--- config.mk ---
export PLATFORM = sky130hd
export DESIGN_NAME = upsample_pad_stream
export DESIGN_NICKNAME = d
export VERILOG_FILES = /design/src/rtl/upsample_pad_stream_pkg.sv /design/src/rtl/upsample_pad_stream.sv
export SDC_FILE = /design/constraint.sdc
export NUM_CORES = 1
export LEC_CHECK = 0
export BUFFER_PORTS_ARGS = -buffer_cell sky130_fd_sc_hd__buf_2
export CAP_MARGIN = 40
export CORE_MARGIN = 2
export CORE_UTILIZATION = 50
export CTS_BUF_LIST = sky130_fd_sc_hd__clkbuf_8 sky130_fd_sc_hd__clkbuf_16
export CTS_CLUSTER_DIAMETER = 50
export DETAILED_ROUTE_END_ITERATION = 6
export PLACE_DENSITY = 0.76
export SLEW_MARGIN = 20
export SYNTH_ARGS = -nofsm -noshare
export SYNTH_HDL_FRONTEND = slang
export SYNTH_SLANG_ARGS = --single-unit
--- constraint.sdc ---
create_clock -name clk -period 3 [get_ports clk]
set_input_delay 0.15 -clock clk [delete_from_list [all_inputs] [get_ports clk]]
set_output_delay 0.15 -clock clk [all_outputs]
set_load 0.03 [all_outputs]
--- src/rtl/upsample_pad_stream_pkg.sv ---
// -----------------------------------------------------------------------------
// upsample_pad_stream_pkg
//   Shared constants for the zero-insertion upsampler and the trans-conv
//   layers that consume its output.
//   - state_e    : FSM state encoding for the upsampler
//   - out_dim()  : padded, upsampled side length for a square input frame
//   - cnt_width(): width of a position counter that spans 0..n-1
// -----------------------------------------------------------------------------
package upsample_pad_stream_pkg;

  typedef enum logic {
    ST_IDLE = 1'b0,
    ST_RUN  = 1'b1
  } state_e;

  // Side length after zero insertion (x2) and padding on both sides.
  function automatic int out_dim(input int in_width, input int pad_a, input int pad_b);
    return 2 * in_width + pad_a + pad_b;
  endfunction

  // Counter width for values 0..n-1. Never returns 0, so tiny frames still
  // get a legal one-bit counter.
  function automatic int cnt_width(input int n);
    return (n <= 2) ? 1 : $clog2(n);
  endfunction

endpackage

--- src/rtl/upsample_pad_stream.sv ---
// -----------------------------------------------------------------------------
// upsample_pad_stream
//   Converts a square raster-order input frame (IN_WIDTH x IN_WIDTH) into a
//   zero-inserted, zero-padded output frame (OUT_WIDTH x OUT_HEIGHT). Every
//   second row and column of the inner 2*IN_WIDTH grid carries an input pixel;
//   all other positions, including the pad border, emit 0.
//
// Ports
//   clk        : clock, rising edge
//   rst_n      : asynchronous active-low reset
//   valid_in   : upstream pixel valid (held until accepted)
//   data_in    : upstream signed pixel
//   ready_out  : pixel accepted this cycle (decoded from state and position only)
//   valid_out  : data_out holds an output pixel
//   data_out   : signed output pixel, registered (one-cycle latency)
//   frame_done : pulses together with the last output pixel of a frame
// -----------------------------------------------------------------------------
module upsample_pad_stream
  import upsample_pad_stream_pkg::*;
#(
  parameter int DATA_WIDTH = 16,
  parameter int IN_WIDTH   = 14,
  parameter int PAD_TOP    = 2,
  parameter int PAD_BOTTOM = 3,
  parameter int PAD_LEFT   = 2,
  parameter int PAD_RIGHT  = 3
) (
  input  logic                         clk,
  input  logic                         rst_n,
  input  logic                         valid_in,
  input  logic signed [DATA_WIDTH-1:0] data_in,
  output logic                         ready_out,
  output logic                         valid_out,
  output logic signed [DATA_WIDTH-1:0] data_out,
  output logic                         frame_done
);

  localparam int OUT_WIDTH  = out_dim(IN_WIDTH, PAD_LEFT, PAD_RIGHT);
  localparam int OUT_HEIGHT = out_dim(IN_WIDTH, PAD_TOP, PAD_BOTTOM);
  localparam int COL_W      = cnt_width(OUT_WIDTH);
  localparam int ROW_W      = cnt_width(OUT_HEIGHT);
  localparam int SPAN       = 2 * IN_WIDTH;

  localparam logic [COL_W-1:0] COL_LO   = COL_W'(PAD_LEFT);
  localparam logic [ROW_W-1:0] ROW_LO   = ROW_W'(PAD_TOP);
  localparam logic [COL_W-1:0] COL_LAST = COL_W'(OUT_WIDTH - 1);
  localparam logic [ROW_W-1:0] ROW_LAST = ROW_W'(OUT_HEIGHT - 1);

  state_e state_q, state_d;

  logic [COL_W-1:0] col_q;
  logic [ROW_W-1:0] row_q;

  logic [COL_W-1:0] v_off;
  logic [ROW_W-1:0] u_off;
  logic             data_pos;
  logic             last_pos;
  logic             advance;
  logic             emit;
  logic signed [DATA_WIDTH-1:0] emit_data;

  // Offsets into the inner grid. Positions above/left of the grid wrap to a
  // large unsigned value (counter range covers the pad), so a single
  // "< SPAN" test rejects both sides of the border.
  assign u_off = row_q - ROW_LO;
  assign v_off = col_q - COL_LO;

  assign data_pos = (int'(u_off) < SPAN) && (int'(v_off) < SPAN) &&
                    !u_off[0] && !v_off[0];
  assign last_pos = (row_q == ROW_LAST) && (col_q == COL_LAST);

  always_comb begin
    // NOTE: every output of this block gets a default first, so no path can
    // leave one unassigned and infer a latch.
    state_d   = state_q;
    ready_out = 1'b0;
    advance   = 1'b0;
    emit      = 1'b0;
    emit_data = '0;

    unique case (state_q)
      ST_IDLE: begin
        // Entering RUN only arms the counters; no pixel moves on this edge.
        if (valid_in) state_d = ST_RUN;
      end
      ST_RUN: begin
        if (data_pos) begin
          // ready_out never looks at valid_in, keeping the handshake free of
          // combinational loops through the upstream block.
          ready_out = 1'b1;
          if (valid_in) begin
            advance   = 1'b1;
            emit      = 1'b1;
            emit_data = data_in;
          end
        end else begin
          advance = 1'b1;
          emit    = 1'b1;
        end
        if (advance && last_pos) state_d = ST_IDLE;
      end
      default: state_d = ST_IDLE;
    endcase
  end

  always_ff @(posedge clk or negedge rst_n) begin
    if (!rst_n) begin
      state_q <= ST_IDLE;
    end else begin
      // NOTE: non-blocking assignments so all registers sample the old values
      // and update together at the clock edge.
      state_q <= state_d;
    end
  end

  always_ff @(posedge clk or negedge rst_n) begin
    if (!rst_n) begin
      // NOTE: the output data register is reset as well; it is visible on the
      // port, and reset must drive the stream to a clean zero immediately.
      col_q      <= '0;
      row_q      <= '0;
      valid_out  <= 1'b0;
      data_out   <= '0;
      frame_done <= 1'b0;
    end else begin
      valid_out  <= emit;
      data_out   <= emit_data;
      frame_done <= advance && last_pos;

      if (state_q == ST_IDLE) begin
        col_q <= '0;
        row_q <= '0;
      end else if (advance) begin
        if (col_q == COL_LAST) begin
          col_q <= '0;
          row_q <= (row_q == ROW_LAST) ? '0 : row_q + 1'b1;
        end else begin
          col_q <= col_q + 1'b1;
        end
      end
    end
  end

endmodule

==> results of run 1 <==
## where the power goes
part	internal, mW	switching, mW
registers	0.471	0.0929
clock network	0.268	0.146
logic	0.169	0.209
total	0.909	0.448
## per-layer routing
metal / global-route usage [%] / up-vias / wire [µm]
li1: - / 573 / -
met1: 22.8 / 553 / 1170
met2: 30.5 / 45 / 1510
met3: 4.62 / 4 / 233
met4: 8.44 / 0 / 29
met5: 0 / - / 0
## cells in the mapped netlist
library cell,count
nor4bb_1,1
a21boi_1,2
nand3_1,5
o21a_1,1
a21boi_0,1
a21oi_1,1
or4b_1,1
nand2_1,9
o21ai_2,1
nor2b_1,3
nand4_1,2
o211ai_1,2
xnor2_1,3
mux2i_1,1
dfrtp_1,31
nor3_1,3
o311ai_4,1
nor3b_1,2
inv_1,7
a31oi_1,1
buf_2,4
nand2b_1,1
nor2_4,1
nor4b_1,2
xor2_1,2
and3_1,17
nor2_1,8
a311oi_1,1
ha_1,8
nor4_2,1
or3_1,2
a31o_2,2
or4_1,2
nor4_1,1
nor3_2,1
o21ai_0,6
clkbuf_1,3
## per-stage QoR
step / instances / hold WS [ns] / worst slack [ns]
3_5_place_dp: 202 / 0.222 / 0.674
4_1_cts: 211 / 0.105 / 0.373
2_1_floorplan: 140 / -0.146 / 0.909
5_1_grt: 211 / 0.108 / 0.237
6_report: 211 / 0.109 / 0.395
3_3_place_gp: 202 / 0.210 / 0.732
## worst min path at each step
| stage | from | end | depth (start not counted) |
|---|---|---|---|
| finish | data_in[9] | data_out[9] | 2 |
| global route | data_in[13] | data_out[13] | 2 |
| CTS | data_in[9] | data_out[9] | 2 |
| detailed placement | rst_n | row_q[4] | 1 |
| global placement | rst_n | row_q[4] | 1 |
| floorplan | rst_n | col_q[0] | 0 |
## critical path: cells and delay by family, from the launching register on
family          cells  cell delay (ns)
fa+ha+maj           1             0.19
compound gates      1             0.19
flops               1             0.46
simple gates        2             0.75
xor+xnor            1             0.21
buf+inv             2             0.38
## sequential cells by signal (all words and copies together) (netlist names)
| register | flops |
|---|---|
| col_q | 6 |
| frame_done | 1 |
| valid_out | 1 |
| data_out | 16 |
| row_q | 6 |
| state_q | 1 |
## final cells by class
| class | instances | area (µm²) | share of cell area [%] |
|---|---|---|---|
| Tap cell | 31 | 38.8 | 2.12 |
| Sequential cell | 31 | 776 | 42.4 |
| Multi-Input combinational cell | 95 | 669 | 36.6 |
| Timing Repair Buffer | 39 | 203 | 11.1 |
| Clock inverter | 2 | 35.0 | 1.91 |
| Inverter | 7 | 26.3 | 1.44 |
| Clock buffer | 6 | 82.6 | 4.51 |
## cell families (layout without fill, tap and decap cells)
| logic type | after synthesis | after routing | synth area share, % |
|---|---|---|---|
| fa+ha+maj | 8 | 8 | 6.66 |
| compound gates | 19 | 19 | 9.83 |
| mux | 1 | 1 | 0.666 |
| xor+xnor | 5 | 5 | 2.91 |
| simple gates | 62 | 62 | 24.5 |
| buf+inv | 14 | 54 | 3.83 |
| flops | 31 | 31 | 51.6 |
==> reports/results.tsv, run 1 <==
stage	metric	value	unit
synth	synth_top_cell_by_area	dfrtp_1	
synth	ys_warn_count	0	
sta	skew	0.00452	ns
place	place_hpwl	2150	µm
critical_path	crit_fanout	9	
final_layout	layout_commonest_cell	buf_2	
global_routing	grt_pass1_wl	4840	µm
routing	dr.pass1.iters	6	
sta	fin_crit_sh	86.8	%
critical_path	startpoint_type	flop	
routing	antenna_left	0	
sta	finalCriticalPeriod	2.60	ns
critical_path	crit_chain	inv_1 -> ha_1 -> nor3b_1 -> xnor2_1 -> o311ai_4 -> nor3_2 -> buf_2	
place	postPlaceCellArea	1700	µm²
die	pin_count	38	
critical_path	timing.rr.end	data_out[10]	
synth	synth-seq-area-share	51.6	%
power_and_ir_drop	p_total	1.36	mW
clock_tree	clock_latency	0.27	ns
global_routing	antenna_found_initial	0	
die	chipWidth	58.8	µm
final_layout	drive_gt1_share	29.4	%
global_routing	grt_max_degree	32	
synth	netlist.area_leader.share	51.6	%
synth	ys_ff_latch	31	
routing	wl_per_cell	14.0	µm
synth	synth_area_leaders	dfrtp_1 (52%), and3_1 (7.1%), ha_1 (6.7%)	
synth	syn_area	1500	µm²
global_routing	grt_pass1_vias	1135	
critical_path	r2r_slack	0.65	ns
routing	dr_total_vias	1175	
synth	synth_cell_type_count	37	
final_layout	diodes	0	
routing	routed_wl	2950	µm
critical_path	cpPeakStageDelay	0.46	ns
die	coreArea	2810	µm²
synth	syn_inst	140	
global_routing	grt_overflow	0	
power_and_ir_drop	powerDensity	742	nW/µm²
clock_tree	cts_buffers	5	
sta	setup_viol	0	
final_layout	nNetsFinal	206	
sta	fin_setup_tns	0	ns
critical_path	rr_worst_depth	8	
clock_tree	cts-root-buf	clkbuf_8	
routing	vias_per_cell	5.57	
status	status	complete, but fails checks	
status	violations	design-rule violations	
sta	relSlewSlack	45.9	%
clock_tree	clkSlewWorstSetupHoldPaths	0.06	ns
synth	avgSynthCellArea	10.7	µm²
clock_tree	hold_buffers	1	
power_and_ir_drop	p_leak	0.975	nW
critical_path	rr_startpoint	col_q[2]	
critical_path	cp-end-kind	output pin	
place	routabilityCongestion	0.898	
sta	fmax	384	MHz
job	cap_viol_max_count	0	
die	row_count	19	
critical_path	crit_type	reg -> out	
final_layout	syn_to_final_growth	21.8	%
final_layout	final_cell_mix	buf_2 (37), dfrtp_1 (31), and3_1 (17), nand2_1 (9)	
sta	slew_violations	0	
sta	rsz0062_at_grt	false	
critical_path	critPathRequiredTime	2.85	ns
critical_path	worstPathArrival	2.45	ns
critical_path	crit_path_start	col_q[2]	
power_and_ir_drop	vdd_ir_drop_max	521	µV
final_layout	fin_util	65.3	%
routing	drt_iter0_markers	46	
place	port_buffers	37	
synth	syn-num-nets	167	
die	initial_core_util	53.6	%
clock_tree	cts-resized-gates	0	
sta	worstMarginPinSlew	0.805	ns
clock_tree	clock_sinks	31	
clock_tree	cts_htree_levels	2	
critical_path	worst_path_max_delay_cell	dfrtp_1	
final_layout	fin_area	1830	µm²
die	dieHeight	58.8	µm
sta	finalHoldViolations	0	
die	die-area	3460	µm²
routing	drc	4	
global_routing	grt_usage	18.5	%
critical_path	endpoint	ready_out	
clock_tree	cts_tree	built	
clock_tree	post_cts_buffers	0	
final_layout	nFillCells	238	
min_path	hold_path.class	in -> reg	
clock_tree	clockBufferDepth	2	
(Power assumes the default switching activity.)
==> run 2: changes to the inputs <==
--- a/config.mk
+++ b/config.mk
@@ -12,6 +12,7 @@
 export CTS_BUF_LIST = sky130_fd_sc_hd__clkbuf_8 sky130_fd_sc_hd__clkbuf_16
 export CTS_CLUSTER_DIAMETER = 50
 export DETAILED_ROUTE_END_ITERATION = 6
+export GPL_ROUTABILITY_DRIVEN = 1
 export PLACE_DENSITY = 0.76
 export SLEW_MARGIN = 20
 export SYNTH_ARGS = -nofsm -noshare
==> constraint.sdc (replaced) <==
create_clock -name clk -period 2.9 [get_ports clk]
set_input_delay 0.145 -clock clk [delete_from_list [all_inputs] [get_ports clk]]
set_output_delay 0.145 -clock clk [all_outputs]
set_load 0.03 [all_outputs]
==> reports/results.tsv, run 2 (synthesized netlist as in run 1, its figures left out) <==
stage	metric	value	unit	change
status	status	complete, but fails checks		unchanged
status	violations	design-rule violations		unchanged
critical_path	startpoint_type	flop		unchanged
global_routing	antenna_found_initial	0		unchanged
clock_tree	post_cts_buffers	0		unchanged
routing	dr.pass1.iters	6		unchanged
die	coreArea	2810	µm²	unchanged
power_and_ir_drop	p_total	1.41	mW	was 1.36 mW
sta	timing.final.ws_setup	0.324	ns	was 0.395 ns
final_layout	syn_to_final_growth	22.6	%	was 21.8%
final_layout	final_cell_mix	buf_2 (37), dfrtp_1 (31), and3_1 (17), nand2_1 (9)		unchanged
power_and_ir_drop	switching_share	33.0	%	about the same
sta	fmax	388	MHz	
clock_tree	clockBufferDepth	2		unchanged
clock_tree	cts_buffers	5		unchanged
place	routabilityCongestion	0.866		was 0.898
critical_path	critPathRequiredTime	2.76	ns	was 2.85 ns
final_layout	fin_util	65.7	%	was 65.3%
global_routing	grt_pass1_wl	5200	µm	was 4840 µm
critical_path	rr_worst_depth	8		unchanged
final_layout	drive_gt1_share	30.2	%	was 29.4%
clock_tree	cts-root-buf	clkbuf_8		unchanged
final_layout	fin_area	1840	µm²	was 1830 µm²
routing	dr_total_vias	1207		was 1175
critical_path	crit_path_start	col_q[2]		unchanged
place	place_hpwl	2160	µm	was 2150 µm
global_routing	grt_max_degree	32		unchanged
clock_tree	cts_tree	built		unchanged
power_and_ir_drop	power.internal	0.941	mW	was 0.909 mW
critical_path	timing.rr.end	row_q[2]		was data_out[10]
sta	fin_setup_tns	0	ns	unchanged
sta	fin_crit_sh	88.8	%	
critical_path	r2r_slack	0.53	ns	was 0.65 ns
critical_path	crit_fanout	9		unchanged
routing	drt_iter0_markers	79		was 46
power_and_ir_drop	seqPwrFrac	41.8	%	was 41.6%
routing	drc	4		unchanged
sta	setup_viol	0		unchanged
sta	skew	0.00654	ns	was 0.00452 ns
place	dp_cells	203		was 202
die	row_count	19		unchanged
die	dieHeight	58.8	µm	unchanged
clock_tree	clock_sinks	31		unchanged
die	initial_core_util	53.6	%	unchanged
routing	vias_per_cell	5.67		was 5.57
critical_path	endpoint	ready_out		unchanged
place	post-place-ws	0.558	ns	was 0.674 ns
critical_path	cp-end-kind	output pin		unchanged
routing	antenna_left	0		unchanged
final_layout	layout_commonest_cell	buf_2		unchanged
final_layout	diodes	0		unchanged
die	chipWidth	58.8	µm	unchanged
sta	rsz0062_at_grt	false		unchanged
critical_path	worstPathArrival	2.43	ns	was 2.45 ns
min_path	hold_path.class	in -> reg		unchanged
global_routing	grt_overflow	0		unchanged
place	port_buffers	37		unchanged
power_and_ir_drop	p_leak	0.985	nW	was 0.975 nW
place	postPlaceCellArea	1710	µm²	was 1700 µm²
final_layout	largestRegisters	data_out x16, col_q x6, row_q x6		unchanged
global_routing	grt_pass1_vias	1174		was 1135
clock_tree	clkSlewWorstSetupHoldPaths	0.06	ns	about the same
power_and_ir_drop	combPwrFrac	28.0	%	was 27.9%
die	die-area	3460	µm²	unchanged
sta	finalHoldViolations	0		unchanged
power_and_ir_drop	powerDensity	763	nW/µm²	was 742 nW/µm²
routing	routed_wl	3100	µm	was 2950 µm
critical_path	rr_startpoint	col_q[2]		unchanged
routing	wl_per_cell	14.5	µm	was 14.0 µm
clock_tree	cts_htree_levels	2		unchanged
power_and_ir_drop	vdd_ir_drop_max	486	µV	was 521 µV
sta	worstMarginPinSlew	0.661	ns	was 0.805 ns
final_layout	largest_register	data_out		unchanged
final_layout	nNetsFinal	208		was 206
sta	hold_ws	0.102	ns	was 0.109 ns
die	pin_count	38		unchanged
clock_tree	clock_latency	0.28	ns	was 0.27 ns
job	cap_viol_max_count	0		unchanged
global_routing	grt_usage	20.3	%	was 18.5%
final_layout	finalNonFillerCells	213		was 211
sta	finalCriticalPeriod	2.58	ns	
critical_path	crit_type	reg -> out		unchanged
sta	relSlewSlack	55.9	%	was 45.9%
power_and_ir_drop	clkPwrFrac	30.2	%	was 30.6%
power_and_ir_drop	p_switching	0.464	mW	was 0.448 mW
final_layout	largest_reg_flops	16		unchanged
sta	slew_violations	0		unchanged
## run 2: power by group through the flow
stage | logic, mW | clock network [mW] | registers [mW]
after CTS | 0.396 | 0.436 | 0.582
after global placement | 0.375 | 0 | 0.586
final | 0.394 | 0.425 | 0.587
after detailed placement | 0.389 | 0 | 0.589
after floorplan | 0.340 | 0 | 0.546
after global routing | 0.452 | 0.456 | 0.597
## run 2: worst min-delay path by stage
stage / start / endpoint / slack (ns) / cells after the start
global route: data_in[3] / data_out[3] / 0.1 / 2
CTS: data_in[7] / data_out[7] / 0.1 / 2
floorplan: rst_n / col_q[0] / -0.15 / 0
finish: data_in[7] / data_out[7] / 0.10 / 2
detailed placement: rst_n / row_q[4] / 0.21 / 1
global placement: rst_n / row_q[5] / 0.21 / 1
## run 2: what timing repair did
action	4_1_cts	5_1_grt
endpoints found under the hold margin	31	0
gates resized for setup	0	0
hold buffers	1	0
## run 2: area by class of cell
class | count | area [µm²]
timing repair buffer | 41 | 215
tap | 31 | 38.8
clock buffer | 6 | 82.6
sequential | 31 | 776
inverter | 7 | 26.3
multi-input combinational | 95 | 669
clock inverter | 2 | 35.0
fill | 224 | 962
## run 2: layer usage
metal  GRT usage, %  wire (µm)  vias to the layer above
li1               -          -                      580
met1           26.6       1340                      578
met2           31.0       1520                       43
met3           6.59        194                        6
met4           8.12         49                        0
met5              0          0                        -
## run 2: critical path, stage by stage, from the launching register on
cell and delay, ns:
dfrtp_1 0.47, inv_1 0.09, ha_1 0.19, nor3b_1 0.25, xnor2_1 0.21, o311ai_4 0.19, nor3_2 0.46, buf_2 0.30
==> run 3: changes to the inputs <==
--- a/config.mk
+++ b/config.mk
@@ -13,7 +13,7 @@
 export CTS_CLUSTER_DIAMETER = 50
 export DETAILED_ROUTE_END_ITERATION = 6
 export GPL_ROUTABILITY_DRIVEN = 1
-export PLACE_DENSITY = 0.76
+export PLACE_DENSITY = 0.87
 export SLEW_MARGIN = 20
 export SYNTH_ARGS = -nofsm -noshare
 export SYNTH_HDL_FRONTEND = slang
==> reports/results.tsv, run 3 (synthesized netlist as in run 1, its figures left out) <==
stage	metric	value	unit	change
sta	finalHoldViolations	0		unchanged
die	row_count	19		unchanged
power_and_ir_drop	p_total	1.43	mW	was 1.41 mW
routing	antenna_left	0		unchanged
clock_tree	clockBufferDepth	2		unchanged
routing	routed_wl	3250	µm	was 3100 µm
status	status	complete, but fails checks		unchanged
critical_path	rr_startpoint	col_q[2]		unchanged
critical_path	critPathRequiredTime	2.76	ns	about the same
final_layout	largest_register	data_out		unchanged
global_routing	grt_max_degree	32		unchanged
die	coreArea	2810	µm²	unchanged
sta	hold_ws	0.0986	ns	was 0.102 ns
final_layout	fin_area	1840	µm²	about the same
status	violations	design-rule violations		unchanged
sta	setup_viol	0		unchanged
final_layout	syn_to_final_growth	22.1	%	was 22.6%
routing	highest_layer	met4		unchanged
routing	vias_per_cell	5.75		was 5.67
job	cap_viol_max_count	0		unchanged
place	post-place-ws	0.644	ns	was 0.558 ns
die	initial_core_util	53.6	%	unchanged
sta	relSlewSlack	57.4	%	was 55.9%
clock_tree	cts-root-buf	clkbuf_8		unchanged
clock_tree	cts_tree	built		unchanged
routing	wl_met2	1730	µm	was 1520 µm
sta	fin_crit_sh	87.3	%	was 88.8%
final_layout	largestRegisters	data_out x16, col_q x6, row_q x6		unchanged
clock_tree	clock_latency	0.28	ns	about the same
final_layout	nNetsFinal	207		was 208
critical_path	crit_type	reg -> out		unchanged
routing	drt_iter0_markers	62		was 79
routing	wl_per_cell	15.3	µm	was 14.5 µm
routing	drc	4		unchanged
final_layout	diodes	0		unchanged
min_path	min-delay-start	data_in[10]		was data_in[7]
die	die-area	3460	µm²	unchanged
clock_tree	clock_sinks	31		unchanged
place	routabilityCongestion	0.868		was 0.866
final_layout	largest_reg_flops	16		unchanged
routing	dr.pass1.iters	6		unchanged
final_layout	final_cell_mix	buf_2 (37), dfrtp_1 (31), and3_1 (17), nand2_1 (9)		unchanged
place	port_buffers	37		unchanged
sta	timing.final.ws_setup	0.369	ns	was 0.324 ns
global_routing	grt_overflow	0		unchanged
place	place_hpwl	2300	µm	was 2160 µm
sta	fin_setup_tns	0	ns	unchanged
clock_tree	cts-resized-gates	0		unchanged
routing	m1WireLength	1210	µm	was 1340 µm
final_layout	drive_gt1_share	29.8	%	was 30.2%
die	chipWidth	58.8	µm	unchanged
global_routing	antenna_found_initial	0		unchanged
place	postPlaceCellArea	1700	µm²	was 1710 µm²
routing	dr_total_vias	1219		was 1207
sta	worstMarginPinSlew	0.633	ns	was 0.661 ns
die	dieHeight	58.8	µm	unchanged
sta	fmax	395	MHz	was 388 MHz
sta	finalCriticalPeriod	2.53	ns	was 2.58 ns
global_routing	grt_pass1_wl	5090	µm	was 5200 µm
critical_path	crit_path_start	row_q[1]		was col_q[2]
final_layout	layout_commonest_cell	buf_2		unchanged
min_path	hold_path.class	in -> reg		unchanged
global_routing	grt_usage	20.1	%	was 20.3%
die	pin_count	38		unchanged
power_and_ir_drop	vdd_ir_drop_max	369	µV	was 486 µV
routing	dr_wl_met3	237	µm	was 194 µm
clock_tree	cts_buffers	5		unchanged
sta	rsz0062_at_grt	false		unchanged
critical_path	cp-end-kind	output pin		unchanged
critical_path	crit_fanout	17		was 9
clock_tree	clkSlewWorstSetupHoldPaths	0.07	ns	was 0.06 ns
power_and_ir_drop	p_leak	0.979	nW	was 0.985 nW
global_routing	grt_pass1_vias	1116		was 1174
critical_path	startpoint_type	flop		unchanged
sta	slew_violations	0		unchanged
critical_path	worstPathArrival	2.39	ns	was 2.43 ns
power_and_ir_drop	powerDensity	780	nW/µm²	was 763 nW/µm²
clock_tree	cts_htree_levels	2		unchanged
sta	skew	0.00716	ns	was 0.00654 ns
-- run 3: changes by cell type in the layout (fill, tap and decap cells not counted) --
cell / delta
buf_4: -1
-- run 3: through the flow --
step                      util, %  std cells
after floorplan                 -        140
after global placement       60.7        202
after detailed placement     60.7        202
after CTS                    65.3        211
after global routing         65.4        212
final                        65.4        212
-- run 3: critical path: stages, from the launching register on --
cell and delay (ns):
dfrtp_1 0.44, inv_1 0.12, ha_1 0.20, nor3b_1 0.27
xnor2_1 0.23, o311ai_4 0.21, nor3_2 0.21, buf_4 0.20
buf_2 0.22
-- run 3: worst paths after layout --
check | end | slack [ns] | cells past startpoint
worst min-delay path | data_out[10] | 0.1 | 2
max in group asynchronous | col_q[1] | 2.05 | 2
worst min register to register | col_q[5] | 0.60 | 2
worst max register to register | row_q[2] | 0.60 | 8
min in group asynchronous | row_q[3] | 0.42 | 2
worst max-delay path | ready_out | 0.37 | 8
-- run 3: power by group --
group,switching [mW],internal [mW],total (mW)
Sequential,0.101,0.487,0.588
Clock,0.158,0.278,0.436
Combinational,0.231,0.176,0.407
-- run 3: timing repair --
item                                   CTS  global route
buffers inserted                         0             0
hold buffers                             1             0
endpoints found under the hold margin   31             0
-- run 3: routing by layer --
metal,GRT usage [%],vias to the layer above
li1,-,575
met3,6.15,9
met5,0,-
met1,23.5,580
met4,7.47,0
met2,34.6,55
-- run 3: layout make-up --
type,count,area [µm²]
Multi-Input combinational cell,95,669
Clock buffer,6,82.6
Fill cell,225,970
Inverter,7,26.3
Clock inverter,2,35.0
Timing Repair Buffer,40,208
Tap cell,31,38.8
Sequential cell,31,776
